File: src/rtl/enc8x3_if.sv
// Handshake bundle for the sequential 8-to-3 encoder:
// capture request in, one index per accepted transfer out.
interface enc8x3_if;
    logic       start;
    logic [7:0] d;
    logic       out_ready;
    logic [2:0] q;
    logic       out_valid;
    logic       busy;
    logic       done;
    logic       none;
    logic [3:0] count;

    modport master (
        output start, d, out_ready,
        input  q, out_valid, busy, done, none, count
    );

    modport slave (
        input  start, d, out_ready,
        output q, out_valid, busy, done, none, count
    );
endinterface

File: src/rtl/enc8x3_seq.sv
// Sequential priority encoder: captures a word, then emits the index
// of each set bit, one per handshake, in the configured scan order.
module enc8x3_seq #(
    parameter int HIGH_FIRST = 1
) (
    input logic      clk,
    input logic      rst_n,
    enc8x3_if.slave  bus
);

    typedef enum logic [1:0] {
        IDLE = 2'd0,
        EMIT = 2'd1,
        DONE = 2'd2
    } state_t;

    state_t     state_q, state_d;
    logic [7:0] pend_q, pend_d;
    logic [3:0] count_q, count_d;
    logic       done_q, done_d;
    logic       none_q, none_d;
    logic [2:0] sel;
    logic [7:0] pend_clr;

    function automatic logic [2:0] pick(input logic [7:0] p);
        logic [2:0] r;
        r = 3'd0;
        if (HIGH_FIRST != 0) begin
            for (int i = 0; i < 8; i++) begin
                if (p[i]) r = 3'(i);
            end
        end else begin
            for (int i = 7; i >= 0; i--) begin
                if (p[i]) r = 3'(i);
            end
        end
        return r;
    endfunction

    assign sel      = pick(pend_q);
    assign pend_clr = pend_q & ~(8'd1 << sel);

    always_comb begin
        state_d = state_q;
        pend_d  = pend_q;
        count_d = count_q;
        done_d  = 1'b0;
        none_d  = 1'b0;
        unique case (state_q)
            IDLE: begin
                if (bus.start) begin
                    pend_d  = bus.d;
                    count_d = 4'd0;
                    if (bus.d == 8'd0) begin
                        none_d  = 1'b1;
                        done_d  = 1'b1;
                        state_d = DONE;
                    end else begin
                        state_d = EMIT;
                    end
                end
            end
            EMIT: begin
                if (bus.out_ready) begin
                    pend_d  = pend_clr;
                    count_d = count_q + 4'd1;
                    // Last pending bit accepted: finish on this same edge
                    if (pend_clr == 8'd0) begin
                        done_d  = 1'b1;
                        state_d = DONE;
                    end
                end
            end
            DONE: begin
                state_d = IDLE;
            end
            default: begin
                state_d = IDLE;
            end
        endcase
    end

    always_ff @(posedge clk or negedge rst_n) begin
        if (!rst_n) begin
            state_q <= IDLE;
            pend_q  <= 8'd0;
            count_q <= 4'd0;
            done_q  <= 1'b0;
            none_q  <= 1'b0;
        end else begin
            state_q <= state_d;
            pend_q  <= pend_d;
            count_q <= count_d;
            done_q  <= done_d;
            none_q  <= none_d;
        end
    end

    assign bus.out_valid = (state_q == EMIT);
    assign bus.q         = (state_q == EMIT) ? sel : 3'd0;
    assign bus.busy      = (state_q != IDLE);
    assign bus.done      = done_q;
    assign bus.none      = none_q;
    assign bus.count     = count_q;

endmodule

File: src/flat_wrapper.sv
// flat-port wrapper written by rule: the top's interface ports become plain ports
module enc8x3_seq_flat 
#(
    parameter int HIGH_FIRST = 1
)
  (clk, rst_n, bus_start, bus_d, bus_out_ready, bus_q, bus_out_valid, bus_busy, bus_done, bus_none, bus_count);
  enc8x3_if bus_i ();
  input logic clk;
  input logic rst_n;
  input wire logic [$bits(bus_i.start)-1:0] bus_start;
  input wire logic [$bits(bus_i.d)-1:0] bus_d;
  input wire logic [$bits(bus_i.out_ready)-1:0] bus_out_ready;
  output wire logic [$bits(bus_i.q)-1:0] bus_q;
  output wire logic [$bits(bus_i.out_valid)-1:0] bus_out_valid;
  output wire logic [$bits(bus_i.busy)-1:0] bus_busy;
  output wire logic [$bits(bus_i.done)-1:0] bus_done;
  output wire logic [$bits(bus_i.none)-1:0] bus_none;
  output wire logic [$bits(bus_i.count)-1:0] bus_count;
  assign bus_i.start = bus_start;
  assign bus_i.d = bus_d;
  assign bus_i.out_ready = bus_out_ready;
  assign bus_q = bus_i.q;
  assign bus_out_valid = bus_i.out_valid;
  assign bus_busy = bus_i.busy;
  assign bus_done = bus_i.done;
  assign bus_none = bus_i.none;
  assign bus_count = bus_i.count;
  enc8x3_seq #(.HIGH_FIRST(HIGH_FIRST)) u_core (.clk(clk), .rst_n(rst_n), .bus(bus_i));
endmodule
File: config.mk
export PLATFORM = sky130hd
export DESIGN_NAME = enc8x3_seq_flat
export DESIGN_NICKNAME = d
export VERILOG_FILES = /design/src/rtl/enc8x3_if.sv /design/src/rtl/enc8x3_seq.sv /design/src/flat_wrapper.sv
export SDC_FILE = /design/constraint.sdc
export NUM_CORES = 1
export LEC_CHECK = 0
export ABC_AREA = 1
export BUFFER_PORTS_ARGS = -buffer_cell sky130_fd_sc_hd__buf_2
export CAP_MARGIN = 20
export CORE_MARGIN = 2
export CORE_UTILIZATION = 55
export CTS_CLUSTER_SIZE = 10
export DETAILED_ROUTE_END_ITERATION = 8
export GPL_ROUTABILITY_DRIVEN = 1
export PLACE_DENSITY = 0.91
export SLEW_MARGIN = 25
export SYNTH_ARGS = -nofsm -noshare
export SYNTH_HDL_FRONTEND = slang
export SYNTH_SLANG_ARGS = --single-unit
File: constraint.sdc
create_clock -name clk -period 3.15 [get_ports clk]
set_clock_uncertainty 0.05 [all_clocks]
set_input_delay 0.1575 -clock clk [delete_from_list [all_inputs] [get_ports clk]]
set_output_delay 0.1575 -clock clk [all_outputs]
set_load 0.005 [all_outputs]
==> impl_metrics.json, run 1 <==
{
  "insertion_delay_ns": 0.30,
  "drv_slew": 0,
  "netlist_top_cells_area": "dfrtp_1 43%, nand2_1 11%, nor2_4 4.9%, inv_1 4.4%, nor2_1 4.0%",
  "worst_ep_arrival_time_ns": 1.77,
  "num_antenna_cells": 0,
  "clkTransAtPathRegs_ns": 0.10,
  "pin_count": 23,
  "post-route-drc-count": 0,
  "min_from": "bus_d[7]",
  "wl_per_cell_um": 13.1,
  "start_util_pct": 60.2,
  "yosys.area.top_type_share_pct": 43.1,
  "totalWireLength_um": 2050,
  "crit_top_cell": "inv_2",
  "viasPerCell": 5.40,
  "top_layer_used": "met4",
  "reg2reg_slack_ns": 1.52,
  "hpwlAfterDp_um": 1610,
  "synth_top_flop_cell": "dfrtp_1",
  "cts_buffer_depth": 2,
  "wl_met3_um": 97,
  "criticalPathCategory": "reg -> reg",
  "synth.largest_area_cell": "dfrtp_1",
  "rsz0062_at_grt": "false",
  "cts-root-buf": "clkbuf_4",
  "max_freq_mhz": 613,
  "final_common_cell": "nand2_1",
  "ys_seq_elements": 16,
  "max_stage_delay_ns": 0.42,
  "grt_overflow": 0,
  "worstPathCellList": "nor2_4, inv_4, nor2_8, inv_2, nand2_4, inv_2, o31ai_1, a21oi_1",
  "synthArstFlopShare_pct": 100,
  "required_ns": 3.29,
  "min_path_type": "in -> reg",
  "netlist_instances": 115,
  "grt_pass1_wl_um": 3540,
  "hold_violations": 0,
  "cts.htree.levels": 1,
  "avgSynthCellArea_um2": 8.07,
  "grt_max_degree": 17,
  "num_rows": 14,
  "wl_met1_um": 887,
  "ir_worst_vdd_mv": 0.675,
  "maxCapViolCount": 0,
  "cts_buffers": 3,
  "final_nets": 154,
  "synth_edf_count": 0,
  "outcome": "completed",
  "detail_route.iter0.violations": 14,
  "antenna_found_initial": 0,
  "place.port_buffers": 22,
  "cts.sink_count": 16,
  "drive_gt1_share_pct": 28.6,
  "start_kind": "register",
  "finalSetupTns_ns": 0,
  "die_w_um": 45.1,
  "area_delta_synth_final_pct": 17.0,
  "r2r_start": "u_core.state_q[1]",
  "wl_met2_um": 1030,
  "power.density_nw_per_um2": 1020,
  "cts_tree": "done",
  "slowest_stage": "dfrtp_1",
  "grt_pass1_vias": 810,
  "num_vias": 843,
  "whs_path_depth": 3,
  "setup_violations": 0,
  "place.gp.congestion": 0.871,
  "place_ws_ns": 1.53,
  "die_y_um": 45.1,
  "ant_nets": 0,
  "end_kind": "register",
  "netlist-cell-type-count": 28,
  "rr_worst_depth": 8,
  "yosysSeqAreaShare_pct": 43.1,
  "coreArea_um2": 1540,
  "synth_nets": 128,
  "first_pass_iters": 4,
  "yosysWarnings": 0,
  "reg2reg_to": "u_core.pend_q[2]",
  "min_to": "u_core.pend_q[7]",
  "setup_ws_ns": 1.52,
  "period_share_pct": 51.7,
  "mostFrequentLayoutCells": "28 x nand2_1, 22 x buf_2, 16 x dfrtp_1",
  "p_leak_nw": 0.576,
  "max_slew.worst_pin.slew_ns": 0.361,
  "crit_fanout": 13,
  "max_slew_margin_pct": 75.9,
  "fin_crit_ns": 1.63,
  "syn_area_um2": 928,
  "track_usage_pct": 24.4,
  "die_area_um2": 2030
}
==> cells in the mapped netlist (2+ instances only) <==
master / instances
o21ai_0: 4
nor4_1: 2
xor2_1: 2
o21ai_1: 6
nor2_1: 10
inv_2: 4
nor2_4: 4
a21oi_1: 7
nand2_1: 28
nand4_1: 3
dfrtp_1: 16
inv_1: 11
o22ai_1: 3
==> area by class of cell <==
| cell class | count | area (um2) |
|---|---|---|
| timing repair buffer | 23 | 120 |
| tap | 16 | 20.0 |
| clock buffer | 4 | 36.3 |
| inverter | 16 | 62.6 |
| multi-input combinational | 81 | 447 |
| sequential | 16 | 400 |
| fill | 132 | 455 |
==> critical path, delay by kind of cell, from the launching register on <==
family | cells | cell delay [ns]
and+or+nand+nor | 3 | 0.53
buffers and inverters | 3 | 0.26
DFF | 1 | 0.42
AOI/OAI and AO/OA | 2 | 0.27
==> metal layers <==
layer	track usage [%]	vias up
met2	40.3	27
li1	-	425
met4	10.0	0
met5	0	-
met3	3.60	7
met1	32.1	384
==> sequential cells by signal, indices dropped and copies added (netlist names) <==
signal            cells
u_core.bus.count      4
u_core.bus.done       1
u_core.bus.none       1
u_core.pend_q         8
u_core.state_q        2
==> logic make-up after synthesis <==
kind of cell	share of synthesized area [%]
AND/OR/NAND/NOR	30.5
flip-flops	43.1
buffers and inverters	8.76
XOR/XNOR	1.89
adder cells (fa/ha/maj)	1.35
AO/OA/AOI/OAI	14.4
==> stage by stage <==
step           utilization, %  hold WS [ns]  instances  cell area [um2]  total power, W
6_report                 70.5        0.0468        156             1090         0.00110
5_1_grt                  70.5        0.0640        156             1090         0.00121
4_1_cts                  70.5        0.0506        156             1090         0.00110
3_5_place_dp             67.5        0.0369        151             1040        0.000962
3_3_place_gp             67.5        0.0340        151             1040        0.000940
2_1_floorplan               -        -0.188        115              928        0.000809
==> worst max-delay path by stage <==
| stage | from | to | slack [ns] | depth (start not counted) |
|---|---|---|---|---|
| 2_1_floorplan | u_core.pend_q[6] | u_core.state_q[0] | 1.84 | 10 |
| 3_3_place_gp | u_core.state_q[1] | u_core.pend_q[2] | 1.62 | 8 |
| 3_5_place_dp | u_core.state_q[1] | u_core.pend_q[2] | 1.53 | 8 |
| 4_1_cts | u_core.state_q[1] | u_core.pend_q[2] | 1.52 | 8 |
| 5_1_grt | u_core.pend_q[4] | bus_q[0] | 1.36 | 6 |
| 6_report | u_core.state_q[1] | u_core.pend_q[2] | 1.52 | 8 |
==> where the power goes <==
part / switching [W] / internal (W)
Combinational: 0.000375 / 0.000228
Clock: 0.0000681 / 0.0000705
Sequential: 0.0000733 / 0.000287
Total: 0.000517 / 0.000586
==> what timing repair did <==
item / 4_1_cts / 5_1_grt
setup buffers: 0 / 0
hold endpoints to repair: 16 / 0
gates resized for setup: 0 / 0
hold buffers: 1 / 0
No activity file was read; power rests on OpenSTA's default activity.
==> inputs of run 2 (changes only) <==
--- a/config.mk
+++ b/config.mk
@@ -9,11 +9,11 @@
 export BUFFER_PORTS_ARGS = -buffer_cell sky130_fd_sc_hd__buf_2
 export CAP_MARGIN = 20
 export CORE_MARGIN = 2
-export CORE_UTILIZATION = 55
+export CORE_UTILIZATION = 51
 export CTS_CLUSTER_SIZE = 10
 export DETAILED_ROUTE_END_ITERATION = 8
 export GPL_ROUTABILITY_DRIVEN = 1
-export PLACE_DENSITY = 0.91
+export PLACE_DENSITY = 0.86
 export SLEW_MARGIN = 25
 export SYNTH_ARGS = -nofsm -noshare
 export SYNTH_HDL_FRONTEND = slang
==> constraint.sdc (replaced) <==
create_clock -name clk -period 1.6 [get_ports clk]
set_clock_uncertainty 0.05 [all_clocks]
set_input_delay 0.08 -clock clk [delete_from_list [all_inputs] [get_ports clk]]
set_output_delay 0.08 -clock clk [all_outputs]
set_load 0.005 [all_outputs]
==> run 2 against run 1 <==
Wire length up 0.73%. Clock-buffer cell count unchanged. Power up 100%. Critical path type is now reg -> out. Critical endpoint is now bus_q[0]. Largest power group unchanged.
==> impl_metrics.json, run 2 (synthesis gave the netlist of run 1 again) <==
{
  "grt_pass1_wl_um": 3350,
  "period_share_pct": 94.6,
  "ir_worst_vdd_mv": 1.14,
  "min_path_type": "in -> reg",
  "required_ns": 1.47,
  "num_rows": 15,
  "place_ws_ns": 0.128,
  "max_freq_mhz": 661,
  "criticalPathCategory": "reg -> out",
  "whs_ns": 0.0118,
  "antenna_found_initial": 0,
  "worst_ep_arrival_time_ns": 1.38,
  "viasPerCell": 5.32,
  "largest-register": "u_core.pend_q",
  "max_slew.worst_pin.slew_ns": 0.388,
  "final_common_cell": "nand2_1",
  "ant_nets": 0,
  "place.port_buffers": 22,
  "grt_pass1_vias": 791,
  "p_leak_nw": 0.588,
  "coreArea_um2": 1730,
  "stdcell_count": 168,
  "cts_buffers": 3,
  "die_y_um": 46.7,
  "grt_overflow": 0,
  "num_vias": 894,
  "hold_violations": 0,
  "largest_register_ffs": 8,
  "area_delta_synth_final_pct": 21.3,
  "clkTransAtPathRegs_ns": 0.10,
  "rr_worst_depth": 9,
  "outcome": "completed",
  "whs_path_depth": 4,
  "multiInputGateArea_um2": 449,
  "die_w_um": 46.7,
  "cts.htree.levels": 1,
  "grt_max_degree": 17,
  "crit_fanout": 5,
  "min_to": "u_core.bus.none",
  "insertion_delay_ns": 0.29,
  "num_antenna_cells": 0,
  "max_slew_margin_pct": 73.9,
  "start_util_pct": 53.8,
  "r2r_start": "u_core.pend_q[7]",
  "setup_violations": 0,
  "drive_gt1_share_pct": 30.8,
  "drv_slew": 0,
  "num-fill-cells": 166,
  "min_from": "bus_d[6]",
  "pin_count": 23,
  "place_inst": 161,
  "detail_route.iter0.violations": 16,
  "wl_per_cell_um": 12.3,
  "dpl_cell_area_um2": 1060,
  "setup_ws_ns": 0.0869,
  "cts_buffer_depth": 2,
  "power.density_nw_per_um2": 1970,
  "stdcell_area_um2": 1130,
  "maxCapViolCount": 0,
  "totalWireLength_um": 2060,
  "place.gp.congestion": 0.829,
  "die_area_um2": 2180,
  "seq_area_um2": 402,
  "track_usage_pct": 22.5,
  "fin_crit_ns": 1.51,
  "reg2reg_to": "u_core.state_q[1]",
  "cts-root-buf": "clkbuf_4",
  "cts.sink_count": 16,
  "end_kind": "output port",
  "mostFrequentLayoutCells": "27 x nand2_1, 22 x buf_2, 15 x dfrtp_1",
  "final_nets": 157,
  "cts_tree": "done",
  "reg2reg_slack_ns": 0.14,
  "post-route-drc-count": 0,
  "start_kind": "register",
  "hpwlAfterDp_um": 1580,
  "first_pass_iters": 4
}
==> run 2: cell count changes in the layout (fill, tap and decap cells not counted) <==
cell,before,now
nand2_1,28,27
dfrtp_2,0,1
buf_4,0,2
dlygate4sd3_1,1,2
dfrtp_1,16,15
nand2_2,1,2
==> run 2: metal layers <==
metal  GRT usage, %  wire length (um)
met5              0                 0
met4           13.3                56
met3           2.35                87
met2           36.7              1020
met1           28.5               898
==> run 2: final cells by class <==
cell class / count / share of cell area (%)
tap: 25 / 2.78
multi-input combinational: 81 / 39.9
clock buffer: 4 / 3.22
inverter: 16 / 5.56
timing repair buffer: 26 / 12.9
sequential: 16 / 35.7
==> run 2: where the power goes <==
group	internal, W	switching [W]
sequential	0.000568	0.000145
combinational	0.000489	0.000749
clock	0.000139	0.000133
total	0.00120	0.00103
==> run 2: per-stage QoR <==
step                setup TNS [ns]  utilization (%)  power [W]
floorplan                        0                -    0.00159
global placement                 0             61.3    0.00187
detailed placement               0             61.3    0.00192
CTS                              0             64.6    0.00219
global route               -0.0236             65.2    0.00243
finish                           0             65.2    0.00222
==> run 2: worst max-delay path by stage <==
stage	startpoint	to	slack, ns	cells after the start
4_1_cts	u_core.pend_q[4]	bus_q[0]	0.09	6
3_3_place_gp	u_core.pend_q[6]	u_core.state_q[0]	0.18	10
5_1_grt	u_core.pend_q[2]	bus_q[0]	-0.02	8
3_5_place_dp	u_core.pend_q[6]	u_core.state_q[0]	0.13	10
6_report	u_core.pend_q[4]	bus_q[0]	0.09	6
2_1_floorplan	u_core.pend_q[6]	u_core.state_q[0]	0.29	10
==> run 2: what timing repair did <==
action	4_1_cts	5_1_grt
gates resized for setup	0	2
setup buffers	0	1
endpoints found under the hold margin	17	0
endpoints found under the setup margin	0	4
hold buffers	2	0
==> run 2: worst max-delay path, stage by stage, from the launching register on <==
cell	delay, ns
dfrtp_1	0.42
inv_1	0.16
nand2_1	0.12
nand2_2	0.09
nand2_1	0.05
a21oi_1	0.12
buf_2	0.13
==> inputs of run 3 (changes only) <==
--- a/config.mk
+++ b/config.mk
@@ -14,6 +14,7 @@
 export DETAILED_ROUTE_END_ITERATION = 8
 export GPL_ROUTABILITY_DRIVEN = 1
 export PLACE_DENSITY = 0.86
+export SETUP_SLACK_MARGIN = 0.15
 export SLEW_MARGIN = 25
 export SYNTH_ARGS = -nofsm -noshare
 export SYNTH_HDL_FRONTEND = slang
==> run 3 against run 2 <==
Die area unchanged. Power up 6.6%. Setup slack improved by 0.012 ns. Sequential power about the same. Global-route usage rose by 0.73 points. Critical path depth rose by 2. Wire length grew 3.1%. Fmax increased by 0.81%. Via count grew 0.89%. Hold slack lost 0.0031 ns.
==> impl_metrics.json, run 3 (synthesis gave the netlist of run 1 again) <==
{
  "first_pass_iters": 4,
  "wl_per_cell_um": 12.2,
  "finalSetupTns_ns": 0,
  "cts_buffers": 3,
  "area_delta_synth_final_pct": 27.2,
  "cts.sink_count": 16,
  "cts_buffer_depth": 2,
  "fin_util_pct": 68.4,
  "num_vias": 902,
  "drv_slew": 0,
  "antenna_found_initial": 0,
  "num_rows": 15,
  "required_ns": 1.47,
  "pin_count": 23,
  "start_kind": "register",
  "outcome": "completed",
  "final_common_cell": "nand2_1",
  "maxCapViolCount": 0,
  "hold_violations": 0,
  "grt_overflow": 0,
  "clkTransAtPathRegs_ns": 0.10,
  "criticalPathCategory": "reg -> out",
  "rr_worst_depth": 9,
  "end_kind": "output port",
  "detail_route.iter0.violations": 24,
  "max_freq_mhz": 666,
  "ant_nets": 0,
  "drive_gt1_share_pct": 37.6,
  "min_path_type": "in -> reg",
  "final_nets": 163,
  "p_leak_nw": 0.616,
  "grt_pass1_wl_um": 3440,
  "num_antenna_cells": 0,
  "whs_path_depth": 4,
  "fin_crit_ns": 1.50,
  "largest_register_ffs": 8,
  "track_usage_pct": 23.2,
  "start_util_pct": 53.8,
  "cts_tree": "done",
  "die_area_um2": 2180,
  "rsz0062_at_grt": "true",
  "cts.htree.levels": 1,
  "place.port_buffers": 22,
  "mostFrequentLayoutCells": "24 x nand2_1, 22 x buf_2, 15 x dfrtp_1",
  "totalWireLength_um": 2130,
  "max_slew.worst_pin.slew_ns": 0.373,
  "post-route-drc-count": 0,
  "place.gp.congestion": 0.829,
  "setup_violations": 0,
  "period_share_pct": 93.8,
  "die_y_um": 46.7,
  "ir_worst_vdd_mv": 1.19,
  "viasPerCell": 5.18,
  "power.density_nw_per_um2": 2010,
  "grt_pass1_vias": 817,
  "worst_ep_arrival_time_ns": 1.37,
  "coreArea_um2": 1730,
  "cts-root-buf": "clkbuf_4",
  "crit_fanout": 3,
  "die_w_um": 46.7,
  "reg2reg_slack_ns": 0.18,
  "grt_max_degree": 17,
  "insertion_delay_ns": 0.29,
  "hpwlAfterDp_um": 1580,
  "largest-register": "u_core.pend_q",
  "max_slew_margin_pct": 74.9
}
[run 3: cell count changes in the layout (fill, tap and decap cells not counted)]
cell	change
buf_4	+6
nor2_2	+1
nand2_1	-3
nor2_1	-1
inv_1	-2
inv_2	+2
nand2_2	+3
[run 3: cell type report]
| type | count | area (um2) |
|---|---|---|
| flip-flops and latches | 16 | 402 |
| clock buffers | 4 | 36.3 |
| repair buffers | 32 | 190 |
| inverters | 16 | 62.6 |
| fillers | 157 | 546 |
| well taps | 25 | 31.3 |
| multi-input cells | 81 | 459 |
[run 3: path summary, 6_finish.rpt]
kind | from | endpoint
min in group asynchronous | rst_n | u_core.pend_q[7]
worst max-delay path | u_core.pend_q[2] | bus_q[0]
max in group asynchronous | rst_n | u_core.pend_q[6]
worst max register to register | u_core.pend_q[6] | u_core.bus.done
worst min-delay path | bus_d[6] | u_core.bus.none
worst min register to register | u_core.pend_q[0] | u_core.pend_q[0]
[run 3: what timing repair did]
action / in CTS / in global routing
cloned: 0 / 0
resized for setup: 3 / 5
pin swaps: 1 / 7
endpoints found under the setup margin: 6 / 6
hold buffers: 2 / 0
hold endpoints to repair: 17 / 0
setup buffers: 3 / 4
[run 3: layer usage]
layer | vias up | track usage, % | share of wire [%]
met1 | 428 | 28.7 | 43
met3 | 4 | 2.75 | 3.6
li1 | 446 | - | -
met4 | 0 | 14.4 | 2.6
met2 | 24 | 38.1 | 51
met5 | - | 0 | 0
[run 3: stage by stage]
step / power [W] / setup slack, ns / cells / hold slack (ns) / area (um2)
detailed placement: 0.00192 / 0.128 / 161 / -0.0397 / 1060
CTS: 0.00226 / 0.142 / 170 / 0.0138 / 1140
global placement: 0.00187 / 0.184 / 161 / -0.0491 / 1060
floorplan: 0.00159 / 0.287 / 115 / -0.266 / 928
finish: 0.00237 / 0.0990 / 174 / 0.00871 / 1180
global route: 0.00258 / 0.0170 / 174 / 0.0435 / 1180
[run 3: report_power, final]
group,internal (W),switching [W]
logic,0.000588,0.000789
clock network,0.000139,0.000137
registers,0.000568,0.000149
[run 3: worst max-delay path: stages (launching register included)]
cell and delay (ns):
dfrtp_1 0.41, inv_2 0.09, nand2_1 0.05, nand2_1 0.07, nand2_2 0.06, nand2_2 0.08
nand2_1 0.05, a21oi_1 0.14, buf_2 0.13
